`src/rtl/blood_pkg.sv`:
```
// Shared types, screen constants and the coordinate clamp for the blood-splash controller.
// Latency: n/a (declarations only).
// Backpressure: n/a.
//
// Contents:
//   blood_fsm_t      per-channel animation state (IDLE, F0, F1, F2)
//   BLOOD_SIZE_HALF  sprite half-size, also the clamp margin
//   SCREEN_W/H       visible screen size in pixels
//   clamp10()        unsigned 10-bit clamp into [lo, hi]
package blood_pkg;

  typedef enum logic [1:0] {
    IDLE = 2'd0,
    F0   = 2'd1,
    F1   = 2'd2,
    F2   = 2'd3
  } blood_fsm_t;

  localparam int BLOOD_SIZE_HALF = 35;
  localparam int SCREEN_W        = 640;
  localparam int SCREEN_H        = 480;

  function automatic logic [9:0] clamp10(input logic [9:0] v,
                                         input logic [9:0] lo,
                                         input logic [9:0] hi);
    logic [9:0] r;
    r = v;
    if (v < lo) r = lo;
    else if (v > hi) r = hi;
    return r;
  endfunction

endpackage

```
`src/rtl/blood_channel.sv`:
```
// One blood-splash channel: latches a clamped hit position and steps a 3-frame animation paced by frame_tick.
// Latency: 1 Clk from hit to exist/state/coords; every output is a flop.
// Backpressure: none; hits while active are ignored, or restart the animation when BLOOD_RETRIGGER_EN is defined.
//
// Ports:
//   Clk, Reset (sync, active-low)   clock and reset
//   frame_tick                      one-Clk pulse per video frame
//   hit, hit_x, hit_y               hit pulse and raw position
//   exist, state                    animation active / frame index 0..2
//   attackx, attacky                clamped, latched sprite centre
//   done                            one-Clk pulse when the animation retires
//
// Build option: BLOOD_RETRIGGER_EN lets a hit during F0..F2 restart at F0.
module blood_channel #(
  parameter int FRAMES_PER_STATE = 6,
  parameter int SCREEN_W         = 640,
  parameter int SCREEN_H         = 480,
  parameter int BLOOD_SIZE_HALF  = 35
) (
  input  logic       Clk,
  input  logic       Reset,
  input  logic       frame_tick,
  input  logic       hit,
  input  logic [9:0] hit_x,
  input  logic [9:0] hit_y,
  output logic       exist,
  output logic [1:0] state,
  output logic [9:0] attackx,
  output logic [9:0] attacky,
  output logic       done
);
  import blood_pkg::*;

  localparam logic [9:0] X_LO     = 10'(BLOOD_SIZE_HALF);
  localparam logic [9:0] X_HI     = 10'(SCREEN_W - BLOOD_SIZE_HALF);
  localparam logic [9:0] Y_LO     = 10'(BLOOD_SIZE_HALF);
  localparam logic [9:0] Y_HI     = 10'(SCREEN_H - BLOOD_SIZE_HALF);
  localparam logic [5:0] CNT_LAST = 6'(FRAMES_PER_STATE - 1);

  blood_fsm_t fsm_q, fsm_d;
  logic [5:0] cnt_q, cnt_d;
  logic [9:0] x_q, x_d;
  logic [9:0] y_q, y_d;
  logic       exist_q, exist_d;
  logic [1:0] st_q, st_d;
  logic       done_q, done_d;
  logic       start;
  logic       last_tick;

  always_ff @(posedge Clk) begin
    if (!Reset) begin
      fsm_q   <= IDLE;
      cnt_q   <= 6'd0;
      x_q     <= 10'd0;
      y_q     <= 10'd0;
      exist_q <= 1'b0;
      st_q    <= 2'd0;
      done_q  <= 1'b0;
    end else begin
      fsm_q   <= fsm_d;
      cnt_q   <= cnt_d;
      x_q     <= x_d;
      y_q     <= y_d;
      exist_q <= exist_d;
      st_q    <= st_d;
      done_q  <= done_d;
    end
  end

  always_comb begin
    fsm_d     = fsm_q;
    cnt_d     = cnt_q;
    x_d       = x_q;
    y_d       = y_q;
    done_d    = 1'b0;
    exist_d   = 1'b0;
    st_d      = 2'd0;
    last_tick = frame_tick && (cnt_q == CNT_LAST);

`ifdef BLOOD_RETRIGGER_EN
    start = hit;
`else
    start = hit && (fsm_q == IDLE);
`endif

    // A starting hit outranks a frame tick in the same cycle: the tick is dropped.
    if (start) begin
      fsm_d = F0;
      cnt_d = 6'd0;
      x_d   = clamp10(hit_x, X_LO, X_HI);
      y_d   = clamp10(hit_y, Y_LO, Y_HI);
    end else if (fsm_q != IDLE && frame_tick) begin
      if (last_tick) begin
        cnt_d = 6'd0;
        case (fsm_q)
          F0:      fsm_d = F1;
          F1:      fsm_d = F2;
          default: begin
            fsm_d  = IDLE;
            done_d = 1'b1;
          end
        endcase
      end else begin
        cnt_d = cnt_q + 6'd1;
      end
    end

    // Outputs are registered from the next state so they appear one edge after the cause.
    exist_d = (fsm_d != IDLE);
    case (fsm_d)
      F1:      st_d = 2'd1;
      F2:      st_d = 2'd2;
      default: st_d = 2'd0;
    endcase
  end

  assign exist   = exist_q;
  assign state   = st_q;
  assign attackx = x_q;
  assign attacky = y_q;
  assign done    = done_q;

endmodule

```
`src/rtl/blood_ctrl.sv`:
```
// Two independent blood-splash channels (monster 1, monster 2) feeding the sprite renderer.
// Latency: 1 Clk from hit to outputs; all outputs registered.
// Backpressure: none; each channel handles its own hits, no shared state.
//
// Ports:
//   Clk, Reset (sync, active-low), frame_tick
//   hitN, hitN_x, hitN_y                     per-monster hit pulse and position
//   bloodN_exist, bloodN_state, bloodN_done  animation status
//   monsterN_attackx, monsterN_attacky       clamped sprite centre
//
// Build option: BLOOD_RETRIGGER_EN (see blood_channel).
module blood_ctrl #(
  parameter int FRAMES_PER_STATE = 6,
  parameter int SCREEN_W         = blood_pkg::SCREEN_W,
  parameter int SCREEN_H         = blood_pkg::SCREEN_H,
  parameter int BLOOD_SIZE_HALF  = blood_pkg::BLOOD_SIZE_HALF
) (
  input  logic       Clk,
  input  logic       Reset,
  input  logic       frame_tick,
  input  logic       hit1,
  input  logic [9:0] hit1_x,
  input  logic [9:0] hit1_y,
  input  logic       hit2,
  input  logic [9:0] hit2_x,
  input  logic [9:0] hit2_y,
  output logic       blood1_exist,
  output logic [1:0] blood1_state,
  output logic [9:0] monster1_attackx,
  output logic [9:0] monster1_attacky,
  output logic       blood1_done,
  output logic       blood2_exist,
  output logic [1:0] blood2_state,
  output logic [9:0] monster2_attackx,
  output logic [9:0] monster2_attacky,
  output logic       blood2_done
);

  blood_channel #(
    .FRAMES_PER_STATE(FRAMES_PER_STATE),
    .SCREEN_W        (SCREEN_W),
    .SCREEN_H        (SCREEN_H),
    .BLOOD_SIZE_HALF (BLOOD_SIZE_HALF)
  ) u_ch1 (
    .Clk       (Clk),
    .Reset     (Reset),
    .frame_tick(frame_tick),
    .hit       (hit1),
    .hit_x     (hit1_x),
    .hit_y     (hit1_y),
    .exist     (blood1_exist),
    .state     (blood1_state),
    .attackx   (monster1_attackx),
    .attacky   (monster1_attacky),
    .done      (blood1_done)
  );

  blood_channel #(
    .FRAMES_PER_STATE(FRAMES_PER_STATE),
    .SCREEN_W        (SCREEN_W),
    .SCREEN_H        (SCREEN_H),
    .BLOOD_SIZE_HALF (BLOOD_SIZE_HALF)
  ) u_ch2 (
    .Clk       (Clk),
    .Reset     (Reset),
    .frame_tick(frame_tick),
    .hit       (hit2),
    .hit_x     (hit2_x),
    .hit_y     (hit2_y),
    .exist     (blood2_exist),
    .state     (blood2_state),
    .attackx   (monster2_attackx),
    .attacky   (monster2_attacky),
    .done      (blood2_done)
  );

endmodule

```
`config.mk`:
```
export PLATFORM = sky130hd
export DESIGN_NAME = blood_ctrl
export DESIGN_NICKNAME = d
export VERILOG_FILES = /design/src/rtl/blood_pkg.sv /design/src/rtl/blood_channel.sv /design/src/rtl/blood_ctrl.sv
export SDC_FILE = /design/constraint.sdc
export NUM_CORES = 1
export LEC_CHECK = 0
export BUFFER_PORTS_ARGS = -buffer_cell sky130_fd_sc_hd__buf_2
export CAP_MARGIN = 40
export CORE_MARGIN = 4
export CORE_UTILIZATION = 33
export CTS_BUF_LIST = sky130_fd_sc_hd__clkbuf_8
export CTS_CLUSTER_SIZE = 10
export DETAILED_ROUTE_END_ITERATION = 10
export GPL_TIMING_DRIVEN = 0
export HOLD_SLACK_MARGIN = 0.06
export PLACE_DENSITY = 0.61
export SETUP_SLACK_MARGIN = 0.15
export SYNTH_ARGS = -nofsm -noshare
export SYNTH_HDL_FRONTEND = slang
export SYNTH_SLANG_ARGS = --single-unit
```
`constraint.sdc`:
```
create_clock -name Clk -period 5.15 [get_ports Clk]
set_clock_uncertainty 0.1 [all_clocks]
set_input_delay 0.2575 -clock Clk [delete_from_list [all_inputs] [get_ports Clk]]
set_output_delay 0.2575 -clock Clk [all_outputs]
set_load 0.02 [all_outputs]
```
* Word-level counts from Yosys, hierarchy flattened *
Cells that the tools add are included.
Widths: inputs -> output; s select.

storage, ports and cells
  bits of input ports = 45
  output and inout bits = 48
  bits in registers = 64
  logic and storage cells = 79

operators by class
  bitwise gates (word level) = 5
  magnitude comparators = 8
  eq/ne operators = 10
  reduce and logical (&&, ||, !) cells = 18
  muxes and demuxes = 22
  add/subtract/negate cells = 2

operators by type and width
  cell                  count
  $mux 10               8
  $lt 10x6->1 const B   4
  $gt 10x10->1 const B  2
  $gt 10x9->1 const B   2
  $pmux 2 s2            4
  $add 6x1->6 const B   2
  $eq 2x2->1 const B    6
  $eq 6x3->1 const B    2
  $mux 2                6
  $mux 6                2
  $reduce_bool 2->1     4
  $reduce_or 2->1       4
  $reduce_or 4->1       2
  $logic_and 1x1->1     6
  $not 1->1             5
  $eq 2x1->1 const B    2
  $logic_not 2->1       2
  $mux 1                2

* Longest topological paths before layout *
  depth after elaboration = 7
  gate-level depth with buffers = 6
  gate-level depth less buffers = 6

* Cells and area by module *
Synthesis repeated with hierarchy kept, for this count alone.

unflattened totals
  cells, all modules = 318
  area total of the unflattened synthesis = 2,712.6 um^2

modules (own cells, without submodules)
  module         sequential area each (um^2)  instances  cells each  area each (um^2)
  blood_channel  640.6                        2          159         1,356.3

* Least setup slack after synthesis *
OpenSTA, ideal clock, no wires.

  path type = register to register
  from = register u_ch1.cnt_q[3]
  to = register u_ch1.fsm_q[0]
  arrival time = 1.543 ns
  setup slack = 3.448 ns
  setup time = 0.059 ns
  period minus slack after synthesis = 1.702 ns
  buffers on the path = 0
  required time = 4.991 ns
  stages on the path, launching flop included = 5
  path through = dfxtp_1 > or4b_4 > or3_1 > a31oi_2 > and2_1

on the way
  cells in the longest elaborated chain, start to end = 5

RTL lines
  element                   line                 source
  start: declaration        blood_channel.sv:41  logic [5:0] cnt_q, cnt_d;
  start signal: assignment  blood_channel.sv:61  cnt_q <= cnt_d;
  $eq 6x3->1                blood_channel.sv:78  last_tick = frame_tick && (cnt_q == CNT_LAST);
  $logic_and 1x1->1         blood_channel.sv:78
  $mux 2                    blood_channel.sv:93  if (last_tick) begin
  $mux 2                    blood_channel.sv:92  end else if (fsm_q != IDLE && frame_tick) begin
  $mux 2                    blood_channel.sv:87  if (start) begin
  end signal: assignment    blood_channel.sv:60  fsm_q <= fsm_d;
  end: declaration          blood_channel.sv:40  blood_fsm_t fsm_q, fsm_d;

Every way passes these cells.
A chain may end at the register's enable or synchronous reset.

* Worst setup path in the final report *
  from = register u_ch1.fsm_q[0]
  to = register u_ch1.y_q[2] (netlist: u_ch1.attacky[2])

on the way
  cells in the longest elaborated chain, start to end = 2

RTL lines
  element                 line                 source
  $logic_not 2->1         blood_channel.sv:83  start = hit && (fsm_q == IDLE);
  $logic_and 1x1->1       blood_channel.sv:83
  end signal: assignment  blood_channel.sv:63  y_q <= y_d;
  end: declaration        blood_channel.sv:43  logic [9:0] y_q, y_d;

Every way passes these cells.

==> metrics.txt <==
P per Cell Area=333 nW/um^2; Hold Vio Cnt, Final=0; IO Count=93; DR iter-0 viols=54; cell accounting for the most synthesized area=dfxtp_1; core area=7890 sq um; Skew-Pair Late Insertion Delay=330 ps; Worst Setup SP=u_ch1.fsm_q[0]; CP cell instances=inv_1, ha_1, a21boi_0, clkbuf_1, nand2_1, o21ai_0; first-pass GRT wire length=11200 um; status=finished, final reports clean; clock root buffer=clkbuf_8; Tmin final=2020 ps; Netlist cell types=34; DIE HEIGHT=98.9 um; Worst Path Class, Setup=reg -> reg; Worst path depth=6; vias in the first global route=2443; flops & latches, synth=64; synth warn=0; reg2reg path depth=6; Mapped Cells=328; fin crit share=0.393; Routed Antenna Nets=0; CP Data Required Time=5300 ps; max incr delay on CP=580 ps; initial antenna violation count=0; top cells by area, synth=dfxtp_1 (47%), nand2_1 (7.6%), o21ai_0 (6.4%), nor2_1 (4.3%), a21oi_1 (4.0%); layout cells sized above 1=0.255; Synth Net Count=381; Setup WS post-layout=3130 ps; Final Total Pwr=1170 uW; Slew Viols, Final=0; Slowest-stage cell, CP=a21boi_0; Hold Slack=98.2 ps; Syn Area/Cell=8.31 sq um; Final GP Congestion=0.825; final instance area=3530 sq um; reg-to-reg critical path endpoint=u_ch1.attacky[2]; Critical Path Sink=u_ch1.attacky[2]; CTS Buf Count=9; Slew Limit Headroom=0.527; CP Launch Type=flop; CTS Buffer Depth=2; setup TNS=0 ps; actual slew at the worst max-slew pin=706 ps; DP Worst Slack=3130 ps; WP buf/inv=2; Post-CTS Resized=0; Max FO, Critical Path=10; port bufs=92; Nets=484; Starting Density=0.345; post-synth top area share=0.470; CP endpoint kind=flop; clock sink total=64; DRT Wirelength=6790 um; area of placed instances=3310 sq um; synthesis-to-layout area growth=29.4%; DRC=0; Congestion Overflow GR=0; Primary FF master, synth=dfxtp_1; CP top delay family=compound AO/OA/AOI/OAI gates; die area=9780 sq um; die width=98.9 um; Worst EP arrival=2170 ps; placed wire-length estimate=5250 um; Detailed Routing Iterations Pass 1=5; Cell Rows=32; reg2reg setup slack=3130 ps; EDFF count, synth=0; CTS H-Tree Depth=3; Static Leakage=0.00155 uW; final setup fails=0; TritonCTS clock tree=done; Highest Clock Rate=494 MHz; Async SR Flop Fraction=0; Total Routing Usage GR=0.140; Max Cap Viol=0; Hold Buf Count CTS=0; Post-CTS Repair Setup Buffers=0; r2r startpoint=u_ch1.fsm_q[0]; register area share after synthesis=0.470; worst vdd ir=0.150 mV; mapped cell area=2730 sq um; RSZ-0062 raised after global routing=false; CTS clock-pin slew for the worst setup and hold paths=70 ps; DR vias=2609; routed wire length per instance=12.6 um; largest net degree at the start of global routing=11; Hold Path Class=in -> reg; vias per inst=4.85; antenna cells=0
[worst register-to-register path: cells and delay by family (launching register included)]
family | cells | cell delay [ps]
adder cells (fa/ha/maj) | 1 | 270
buffers and inverters | 2 | 490
AND/OR/NAND/NOR | 1 | 100
AO/OA/AOI/OAI | 2 | 670
flip-flops | 1 | 340
[per-layer routing]
metal  routed length [um]  track usage
met2                 3180        0.227
met1                 3200        0.178
met5                    0            0
met4                  127       0.0662
met3                  284       0.0262
[where the power goes]
group / switching (uW) / internal (uW)
sequential: 13.7 / 524
clock: 181 / 280
combinational: 115 / 59.9
total: 310 / 863
[cell usage after synthesis (6+ instances only)]
master / number
dfxtp_1: 64
nand2_1: 55
o21ai_0: 35
nor2_1: 31
a21oi_1: 22
inv_1: 12
nor3_1: 12
ha_1: 8
nand4_1: 8
xor2_1: 8
and2_1: 7
a31oi_1: 6
clkbuf_1: 6
[placed cells by master, fill, tap and decap left out, types with 3 or more instances in the layout]
| cell | netlist | routed |
|---|---|---|
| a21oi_1 | 22 | 22 |
| mux2i_1 | 3 | 3 |
| nor2b_1 | 4 | 4 |
| a31oi_1 | 6 | 6 |
| inv_1 | 12 | 15 |
| or3_1 | 5 | 5 |
| o21ai_0 | 35 | 35 |
| nand2_1 | 55 | 55 |
| dfxtp_1 | 64 | 64 |
| clkbuf_8 | 0 | 10 |
| a211oi_1 | 5 | 5 |
| buf_2 | 0 | 92 |
| nand3_1 | 5 | 5 |
| nor2_1 | 31 | 31 |
| xor2_1 | 8 | 8 |
| o31ai_1 | 4 | 4 |
| ha_1 | 8 | 8 |
| nand2b_1 | 4 | 4 |
| nor3_1 | 12 | 12 |
| nand4_1 | 8 | 8 |
| and2_1 | 7 | 7 |
| nor4_1 | 4 | 4 |
| clkbuf_1 | 6 | 6 |
[through the flow]
stage | util | cells
after global routing | 0.447 | 538
after floorplan | - | 328
after CTS | 0.447 | 538
after global placement | 0.420 | 522
final | 0.447 | 538
after detailed placement | 0.420 | 522
[layout make-up]
type | instances | area (sq um)
fillers | 828 | 4360
repair buffers | 92 | 460
well taps | 102 | 128
flip-flops and latches | 64 | 1280
plain buffers | 6 | 22.5
inverters | 13 | 48.8
clock inverters | 6 | 76.3
multi-input cells | 245 | 1370
clock buffers | 10 | 138
[cells by family (layout without fill, tap and decap cells)]
kind of cell,count (synthesis),count (layout),share of synthesized area
AOI/OAI and AO/OA,82,82,0.174
xor gates and xnor gates,8,8,0.0257
adders and majority gates,8,8,0.0367
buffers and inverters,19,127,0.0262
DFF,64,64,0.470
muxes,3,3,0.0110
and+or+nand+nor,144,144,0.256
[registers in the layout (all words and copies together), names as in the netlist]
signal         cells
u_ch1.attackx     10
u_ch1.attacky     10
u_ch1.cnt_q        6
u_ch1.done         1
u_ch1.exist        1
u_ch1.fsm_q        2
u_ch1.state        2
u_ch2.attackx     10
u_ch2.attacky     10
u_ch2.cnt_q        6
u_ch2.done         1
u_ch2.exist        1
u_ch2.fsm_q        2
u_ch2.state        2
[worst min-delay path by stage]
| stage | start | endpoint | slack, ps | cells past startpoint |
|---|---|---|---|---|
| global placement | u_ch2.attackx[2] | u_ch2.attackx[2] | 330 | 2 |
| global route | hit1_x[9] | u_ch1.attackx[9] | 90 | 3 |
| finish | hit1_x[9] | u_ch1.attackx[9] | 100 | 3 |
| detailed placement | u_ch1.attackx[8] | u_ch1.attackx[8] | 340 | 2 |
| floorplan | hit1_x[9] | u_ch1.attackx[9] | 290 | 2 |
| CTS | hit1_x[9] | u_ch1.attackx[9] | 80 | 3 |
(Power assumes the default switching activity.)
